## config.mk

```make
export PLATFORM = sky130hd
export DESIGN_NAME = countdown_sequencer_flat
export DESIGN_NICKNAME = d
export VERILOG_FILES = /design/src/rtl/countdown_sequencer_if.sv /design/src/rtl/countdown_sequencer.sv /design/src/flat_wrapper.sv
export SDC_FILE = /design/constraint.sdc
export NUM_CORES = 1
export LEC_CHECK = 0
export CAP_MARGIN = 0
export CORE_AREA = 2 2 61 63
export DETAILED_ROUTE_END_ITERATION = 8
export DIE_AREA = 0 0 63 65
export SLEW_MARGIN = 20
export SYNTH_ARGS = -nofsm -noshare
export SYNTH_HDL_FRONTEND = slang
export SYNTH_SLANG_ARGS = --single-unit
```

## constraint.sdc

```tcl
create_clock -name clk -period 2.3 [get_ports clk]
set_clock_uncertainty 0.1 [all_clocks]
set_input_delay 0.575 -clock clk [delete_from_list [all_inputs] [get_ports clk]]
set_output_delay 0.575 -clock clk [all_outputs]
set_load 0.05 [all_outputs]
```

## src/rtl/countdown_sequencer_if.sv

```systemverilog
// Control/status bundle between the push-button front end, the one-second
// timer and the display decoders for the BCD countdown sequencer.
interface countdown_sequencer_if;
    logic       load_i;
    logic [7:0] preset_i;
    logic       start_i;
    logic       pause_i;
    logic       tick_i;
    logic       timer_rst_n_o;
    logic       timer_start_o;
    logic [3:0] tens_o;
    logic [3:0] ones_o;
    logic       busy_o;
    logic       done_o;
    logic       timeout_o;

    modport slave (
        input  load_i, preset_i, start_i, pause_i, tick_i,
        output timer_rst_n_o, timer_start_o, tens_o, ones_o, busy_o, done_o, timeout_o
    );

    modport master (
        output load_i, preset_i, start_i, pause_i, tick_i,
        input  timer_rst_n_o, timer_start_o, tens_o, ones_o, busy_o, done_o, timeout_o
    );
endinterface

```

## src/rtl/countdown_sequencer.sv

```systemverilog
// Two-digit BCD seconds countdown: sequences the one-second timer (reset/start)
// and decrements the count on each timer tick; all outputs registered.
module countdown_sequencer #(
    parameter logic [7:0] DEFAULT_PRESET = 8'h30
) (
    input  logic           clk,
    input  logic           rst,
    countdown_sequencer_if.slave cs
);

    typedef enum logic [1:0] {IDLE, RUN, PAUSE, DONE} state_t;

    state_t     state_q, state_d;
    logic [3:0] tens_q, ones_q, tens_d, ones_d;
    logic [7:0] reload_q, reload_d;
    logic [3:0] clamp_tens, clamp_ones;
    logic       cnt_zero, cnt_one;

    logic       timer_rst_n_q, timer_start_q, busy_q, done_q, timeout_q;
    logic       timer_rst_n_d, timer_start_d, busy_d, done_d, timeout_d;

    assign clamp_tens = (cs.preset_i[7:4] > 4'd9) ? 4'd9 : cs.preset_i[7:4];
    assign clamp_ones = (cs.preset_i[3:0] > 4'd9) ? 4'd9 : cs.preset_i[3:0];
    assign cnt_zero   = (tens_q == 4'd0) && (ones_q == 4'd0);
    assign cnt_one    = (tens_q == 4'd0) && (ones_q == 4'd1);

    always_comb begin
        state_d  = state_q;
        tens_d   = tens_q;
        ones_d   = ones_q;
        reload_d = reload_q;

        // load wins over everything, but a running count cannot be disturbed
        if (cs.load_i && state_q != RUN) begin
            tens_d   = clamp_tens;
            ones_d   = clamp_ones;
            reload_d = {clamp_tens, clamp_ones};
            state_d  = IDLE;
        end else begin
            case (state_q)
                IDLE: begin
                    if (cs.start_i && !cnt_zero) state_d = RUN;
                end
                RUN: begin
                    if (cs.tick_i && !cnt_zero) begin
                        if (ones_q == 4'd0) begin
                            ones_d = 4'd9;
                            tens_d = tens_q - 4'd1;
                        end else begin
                            ones_d = ones_q - 4'd1;
                        end
                    end
                    // reaching 00 beats a coincident pause
                    if (cs.tick_i && cnt_one) state_d = DONE;
                    else if (cs.pause_i)      state_d = PAUSE;
                end
                PAUSE: begin
                    if (cs.start_i) state_d = RUN;
                end
                DONE: begin
                    if (cs.start_i) begin
                        tens_d = reload_q[7:4];
                        ones_d = reload_q[3:0];
                        if (reload_q != 8'h00) state_d = RUN;
                    end
                end
                default: state_d = IDLE;
            endcase
        end
    end

    // Outputs reflect the state being entered so they are valid with it.
    always_comb begin
        timer_rst_n_d = (state_d == RUN);
        timer_start_d = (state_d == RUN) && (state_q != RUN);
        busy_d        = (state_d == RUN) || (state_d == PAUSE);
        done_d        = (state_d == DONE) && (state_q == RUN);
        timeout_d     = (state_d == DONE);
    end

    always_ff @(posedge clk or negedge rst) begin
        if (!rst) begin
            state_q       <= IDLE;
            tens_q        <= DEFAULT_PRESET[7:4];
            ones_q        <= DEFAULT_PRESET[3:0];
            reload_q      <= DEFAULT_PRESET;
            timer_rst_n_q <= 1'b0;
            timer_start_q <= 1'b0;
            busy_q        <= 1'b0;
            done_q        <= 1'b0;
            timeout_q     <= 1'b0;
        end else begin
            state_q       <= state_d;
            tens_q        <= tens_d;
            ones_q        <= ones_d;
            reload_q      <= reload_d;
            timer_rst_n_q <= timer_rst_n_d;
            timer_start_q <= timer_start_d;
            busy_q        <= busy_d;
            done_q        <= done_d;
            timeout_q     <= timeout_d;
        end
    end

    assign cs.tens_o        = tens_q;
    assign cs.ones_o        = ones_q;
    assign cs.timer_rst_n_o = timer_rst_n_q;
    assign cs.timer_start_o = timer_start_q;
    assign cs.busy_o        = busy_q;
    assign cs.done_o        = done_q;
    assign cs.timeout_o     = timeout_q;

endmodule

```

## src/flat_wrapper.sv

```systemverilog
// flat-port wrapper written by rule: the top's interface ports become plain ports
module countdown_sequencer_flat 
#(
    parameter logic [7:0] DEFAULT_PRESET = 8'h30
)
  (clk, rst, cs_load_i, cs_preset_i, cs_start_i, cs_pause_i, cs_tick_i, cs_timer_rst_n_o, cs_timer_start_o, cs_tens_o, cs_ones_o, cs_busy_o, cs_done_o, cs_timeout_o);
  countdown_sequencer_if cs_i ();
  input  logic clk;
  input  logic rst;
  input wire logic [$bits(cs_i.load_i)-1:0] cs_load_i;
  input wire logic [$bits(cs_i.preset_i)-1:0] cs_preset_i;
  input wire logic [$bits(cs_i.start_i)-1:0] cs_start_i;
  input wire logic [$bits(cs_i.pause_i)-1:0] cs_pause_i;
  input wire logic [$bits(cs_i.tick_i)-1:0] cs_tick_i;
  output wire logic [$bits(cs_i.timer_rst_n_o)-1:0] cs_timer_rst_n_o;
  output wire logic [$bits(cs_i.timer_start_o)-1:0] cs_timer_start_o;
  output wire logic [$bits(cs_i.tens_o)-1:0] cs_tens_o;
  output wire logic [$bits(cs_i.ones_o)-1:0] cs_ones_o;
  output wire logic [$bits(cs_i.busy_o)-1:0] cs_busy_o;
  output wire logic [$bits(cs_i.done_o)-1:0] cs_done_o;
  output wire logic [$bits(cs_i.timeout_o)-1:0] cs_timeout_o;
  assign cs_i.load_i = cs_load_i;
  assign cs_i.preset_i = cs_preset_i;
  assign cs_i.start_i = cs_start_i;
  assign cs_i.pause_i = cs_pause_i;
  assign cs_i.tick_i = cs_tick_i;
  assign cs_timer_rst_n_o = cs_i.timer_rst_n_o;
  assign cs_timer_start_o = cs_i.timer_start_o;
  assign cs_tens_o = cs_i.tens_o;
  assign cs_ones_o = cs_i.ones_o;
  assign cs_busy_o = cs_i.busy_o;
  assign cs_done_o = cs_i.done_o;
  assign cs_timeout_o = cs_i.timeout_o;
  countdown_sequencer #(.DEFAULT_PRESET(DEFAULT_PRESET)) u_core (.clk(clk), .rst(rst), .cs(cs_i));
endmodule
```

==> results of run 1 <==
## routing by layer
layer	vias up	wire [µm]	GRT usage, %
li1	562	-	-
met1	559	1492	23.02
met2	31	1539	28.46
met3	4	115	1.910
met4	0	55	7.500
met5	-	0	0
## placed cells by master, fill, tap and decap left out, drive strengths merged, types with 2 or more instances in the layout
cell type,Yosys,final
mux2i,2,2
nand2b,2,2
nor2b,2,2
o21a,3,3
o221ai,2,2
a22o,6,6
and2,2,2
dlymetal6s2s,0,3
ha,3,3
nand2,12,12
o21ai,5,5
o22ai,2,2
mux2,5,5
nor4,3,3
dfrtp,19,19
nor2,10,10
clkdlybuf4s50,0,18
o31a,2,2
a31oi,2,2
a211oi,2,2
clkbuf,2,4
inv,6,6
a21oi,6,6
o2bb2ai,3,3
nor3,5,5
dfstp,4,4
nor3b,2,2
buf,2,16
a211o,2,2
o211ai,2,2
## worst min-delay path: stages, from the launching register on
cell and delay, ns:
dfstp_2 0.40, nand2_1 0.05, nand2_1 0.05
## metrics by stage
step	setup slack [ns]	utilization [%]	hold slack (ns)	total power, µW	instances
2_1_floorplan	0.09359	-	0.1794	1691	129
3_3_place_gp	0.06631	47.96	0.3608	2121	210
3_5_place_dp	0.01436	47.96	0.3617	2130	210
4_1_cts	0.007351	48.71	0.3817	2329	214
5_1_grt	0.004991	49.61	0.4169	2506	214
6_report	0.1245	49.61	0.3811	2337	214
## sequential cells by signal, summed over array words and instances (netlist names)
name and cells:
u_core.cs.done_o 1, u_core.reload_q 8, u_core.state_q 2, u_core.cs.tens_o 4
u_core.cs.timer_rst_n_o 1, u_core.cs.timeout_o 1, u_core.cs.ones_o 4, u_core.cs.timer_start_o 1
u_core.cs.busy_o 1
## what timing repair did
| item | CTS | global route |
|---|---|---|
| pin swaps | 0 | 1 |
| gates resized for setup | 1 | 9 |
| setup buffers | 0 | 0 |
| endpoints found under the setup margin | 3 | 8 |
| hold endpoints to repair | 0 | 0 |
## synthesized netlist by cell type (all sizes together), types with 2 or more instances
cell,count
dfrtp,19
nand2,12
nor2,10
a21oi,6
a22o,6
inv,6
mux2,5
nor3,5
o21ai,5
dfstp,4
ha,3
nor4,3
o21a,3
o2bb2ai,3
a211o,2
a211oi,2
a31oi,2
and2,2
buf,2
clkbuf,2
mux2i,2
nand2b,2
nor2b,2
nor3b,2
o211ai,2
o221ai,2
o22ai,2
o31a,2
## power by group
group          switching (µW)  total [µW]  internal (µW)
Clock                     126         194           67.9
Combinational             824        1380            553
Sequential                183         766            583
Total                    1130        2340           1200
## cell type report
| cell class | instances | area (µm²) |
|---|---|---|
| Clock buffer | 4 | 26.28 |
| Fill cell | 347 | 1762 |
| Inverter | 6 | 22.52 |
| Multi-Input combinational cell | 96 | 706.9 |
| Sequential cell | 23 | 580.6 |
| Tap cell | 48 | 60.06 |
| Timing Repair Buffer | 37 | 337.8 |
## final timing paths
path,start,slack [ns],to,cells past startpoint
max in group asynchronous,rst,1.31,u_core.cs.tens_o[1],2
max reg2reg,u_core.cs.tens_o[0],0.12,u_core.cs.timer_start_o,8
max,u_core.cs.tens_o[0],0.12,u_core.cs.timer_start_o,8
min reg2reg,u_core.reload_q[4],0.38,u_core.reload_q[4],2
min,u_core.reload_q[4],0.38,u_core.reload_q[4],2
min in group asynchronous,rst,0.51,u_core.state_q[0],2
## kinds of logic (layout without fill, tap and decap cells)
| family | count (synthesis) | after routing |
|---|---|---|
| AND/OR/NAND/NOR | 43 | 43 |
| AO/OA/AOI/OAI | 42 | 42 |
| flip-flops | 23 | 23 |
| buffers and inverters | 10 | 47 |
| multiplexers | 7 | 7 |
| adder cells (fa/ha/maj) | 3 | 3 |
| XOR/XNOR | 1 | 1 |
==> run metrics, run 1 <==
Die Y=65 µm; Reg clk slew, reported paths=about 0.13 ns; GRT Total Usage=between 10% and 20%; slowest stage cell, crit path=or3b_4; cell mode on critical path=ha_1; ANT nets after route=0; initial DRC count=45; fin area=around 1700 µm²; Hold Crit Class=register to register; post-synthesis register bit count=23; Hold-fix buffers, CTS=0; final WL=about 3.2 mm; htree depth=1; Mapped Avg Cell Area=between 10 and 15 µm²; Max-Cap Viols=0; core area=between 3000 and 4000 µm²; Area contributors post-synth=dfrtp_1 (37%), dfstp_2 (8.1%), a22o_1 (4.0%); synthesized instance count=~130; Root Buffer Master=clkbuf_4; Initial Util=between 30% and 40%; final hold viol count=0; gr ovfl total=0; die area=between 4000 and 5000 µm²; CTS Buffer Depth=2; IO Count=27; pwr dens=about 1300 nW/µm²; Worst-Margin Slew=approximately 0.5 ns; CTS tree=done; Setup TNS Final=0 ns; Crit path max-delay family=simple AND/OR/NAND/NOR gates; largest family of logic cells by synthesized area=compound AO/OA/AOI/OAI gates; Peak Freq=459.7 MHz; crit path launch type=register; ys async rst share=100.0%; WL per Instance=roughly 15 µm; vias per cell=~5.4; Crit Path Class=register to register; Worst Path Buf+Inv=1; data arrival time of the critical path=2.30 ns; mux cell area share after synthesis=between 5 and 6%; first-pass iteration count of the detailed router=4; complex-gate fraction of the synthesized area=between 20% and 30%; unrepaired setup endpoints after global routing=no; Relative slew margins=between 60% and 70%; first-pass GRT wire length=5.582 mm; P&R area growth vs syn=33.14%; share of layout cells above drive strength 1=about a fifth; syn_nets=~150; worst vdd ir=0.5111 mV; fin crit period=2.175 ns; Synth Area in Adders=2.882%; Worst setup EP type=register; Port Buffers=26; placed cell area=roughly 1700 µm²; nets=184; die width=~63 µm; row cnt=22; Slew Limit Fails=0; simple-gate portion of the synthesized area=17.29%; Crit Path Max Fanout=6; Cell Area, Synth=roughly 1300 µm²; CTS Sinks=23; Worst-Skew Late Latency=0.32 ns; GPL Wtd Cong=about 0.86; CP cell instances=inv_1, ha_1, or3b_4, nor3_4, o21ai_1, o22a_1, ha_1, and2_1; Leakage=between 0.0007 and 0.0008 µW; largest area contributor in the netlist=dfrtp_1; final setup vio count=0; Worst Path Required=2.43 ns; largest net degree at the start of global routing=24; crit-path max cell delay=0.43 ns; share of the synthesized area in the top cell type=36.50%; DRC viols=0; vias=between 1,000 and 1,500; Ant. Diodes=0; outcome=complete, no violations; number of flops mapped to enable cells by yosys=0; Most used DFF post-synth=dfrtp_1; CTS Buf Count=3; vias in the first global route=around 1,200; sequential area share after synthesis=between 40% and 50%; post-synth cell types=44; dpl hpwl=roughly 2.4 mm; initial antenna violation count=0; post-synthesis xor/xnor area fraction=0.6724%; synth warn=0; ratio of final minimum period to clock period=between 90% and 100%
(Power assumes the default switching activity.)
==> run 2: changes to the inputs <==
- CORE_AREA: 2 2 61 63 -> 2 2 55 57
- DIE_AREA: 0 0 63 65 -> 0 0 57 59
- PLACE_DENSITY: not set -> 0.75
==> run 2 against run 1 <==
  * Register-to-register slack lost 0.02 ns
  * Utilization grew 12 points
  * Clock-buffer cell count shrank 1
  * Die area shrank 18%
  * Wire length shrank 1.7%
  * Final cell count shrank 8.9%
  * Via count shrank 1.2%
  * Combinational power is essentially flat
  * Final area shrank 3.0%
  * Critical path depth shrank 2
  * Worst hold slack gained 0.0070 ns
==> run metrics, run 2 (synthesis gave the netlist of run 1 again) <==
outcome=complete, no violations; gr ovfl total=0; Biggest register=u_core.reload_q; crit path launch type=register; metal3 WL=roughly 160 µm; data arrival time of the critical path=roughly 2.3 ns; pwr dens=between 1000 and 1500 nW/µm²; ratio of final minimum period to clock period=a little over nine tenths; Peak Freq=456.3 MHz; Die Y=roughly 59 µm; pre-CTS WS=-0.07111 ns; vias=1,142; Ant. Diodes=0; first-pass GRT wire length=5.119 mm; core area=2710 µm²; CTS Sinks=23; Initial Util=48.06%; row cnt=19; crit path launch=u_core.cs.tens_o[0]; met2 WL=approximately 1.5 mm; largest net degree at the start of global routing=24; P&R area growth vs syn=29.20%; initial DRC count=between 40 and 50; number of setup buffers added after CTS=0; Hold-fix buffers, CTS=0; Leakage=roughly 0.00077 µW; die area=between 3000 and 4000 µm²; share of layout cells above drive strength 1=roughly a fifth; GRT Total Usage=20.13%; final setup vio count=0; post-route setup slack=about 0.11 ns; Hold Crit Class=register to register; Reg clk slew, reported paths=around 0.14 ns; max reg flops=8; Worst setup EP type=register; commonest non-fill, non-tap cell in the layout=dfrtp_1; Slew Limit Fails=0; area of the multi-input gates=between 600 and 700 µm²; worst vdd ir=approximately 0.97 mV; GPL Wtd Cong=between 0.8 and 0.9; htree depth=1; Root Buffer Master=clkbuf_4; Setup TNS Final=0 ns; ANT nets after route=0; first-pass iteration count of the detailed router=4; DRC viols=0; initial antenna violation count=0; CTS Buffer Depth=2; dpl hpwl=approximately 2.4 mm; nets=approximately 180; Worst-Margin Slew=0.4987 ns; Max-Cap Viols=0; IO Count=27; Crit Path Max Fanout=6; Relative slew margins=about two thirds; CTS Buf Count=3; # fillers=about 240; max layer used=met4; worst r2r src=u_core.cs.tens_o[0]; CTS tree=done; final hold viol count=0; crit path capture=u_core.cs.ones_o[1]; unrepaired setup endpoints after global routing=no; Worst-Skew Late Latency=between 0.3 and 0.4 ns; Reg-to-Reg End=u_core.cs.ones_o[1]; WL per Instance=around 16 µm; wire length on met1=1.454 mm; Worst Path Required=around 2.4 ns; vias in the first global route=approximately 1,100; commonest cells after routing, fill and taps aside=dfrtp_1 (19), clkdlybuf4s50_1 (18), buf_4 (14); FF+latch area=roughly 580 µm²; Crit Path Class=register to register; fin crit period=~2.2 ns; die width=about 57 µm; final WL=around 3.1 mm; vias per cell=between 5 and 6; reg2reg path depth=6; Port Buffers=26; Register-to-Register Setup Slack=0.11 ns
==> run 2: layer usage <==
layer / GRT usage, % / vias to the layer above
met3: 3.493 / 7
met5: 0 / -
met4: 8.970 / 0
met1: 27.69 / 549
met2: 31.36 / 31
li1: - / 555
==> run 2: power by group <==
group          internal (µW)  switching, µW  leakage [µW]  total [µW]
clock                   65.5            140     0.0000177         205
combinational            542            813      0.000469        1360
sequential               583            199      0.000280         782
==> run 2: worst min path at each step <==
stage / cells after the start / endpoint / slack [ns] / start
2_1_floorplan: 0 / u_core.cs.busy_o / 0.18 / rst
3_3_place_gp: 2 / u_core.reload_q[4] / 0.36 / u_core.reload_q[4]
3_5_place_dp: 2 / u_core.reload_q[4] / 0.37 / u_core.reload_q[4]
4_1_cts: 2 / u_core.reload_q[4] / 0.39 / u_core.reload_q[4]
5_1_grt: 2 / u_core.reload_q[4] / 0.42 / u_core.reload_q[4]
6_report: 2 / u_core.reload_q[4] / 0.39 / u_core.reload_q[4]
==> run 2: area by class of cell <==
class | count | share of cell area [%]
clock buffers | 3 | 1.338
clock inverters | 1 | 0.2974
inverters | 6 | 1.338
multi-input cells | 96 | 41.26
flip-flops and latches | 23 | 34.50
well taps | 31 | 2.305
repair buffers | 35 | 18.96
==> run 2: stage by stage <==
step | std cells | instance area [µm²] | utilization, % | power (µW) | hold WS [ns]
2_1_floorplan | 129 | 1303 | - | 1691 | 0.1794
3_3_place_gp | 191 | 1640 | 60.53 | 2105 | 0.3641
3_5_place_dp | 191 | 1640 | 60.53 | 2131 | 0.3673
4_1_cts | 195 | 1667 | 61.50 | 2331 | 0.3863
5_1_grt | 195 | 1683 | 62.10 | 2492 | 0.4174
6_report | 195 | 1683 | 62.10 | 2342 | 0.3881
==> run 2: worst max-delay path: stages, from the launching register on <==
cell and delay (ns):
dfstp_2 0.42, inv_1 0.08, ha_1 0.18, or3b_4 0.43
o41ai_4 0.40, a21oi_2 0.15, mux2_1 0.33
==> run 2: timing repair <==
action	CTS	global route
resized for setup	2	5
pin swaps	0	0
cloned	0	0
endpoints found under the setup margin	4	5
==> run 3: changes to the inputs <==
- CAP_MARGIN: 0 -> 20
==> results of run 3 <==
No change in the layout: final DEF, timing and power equal those of run 2.
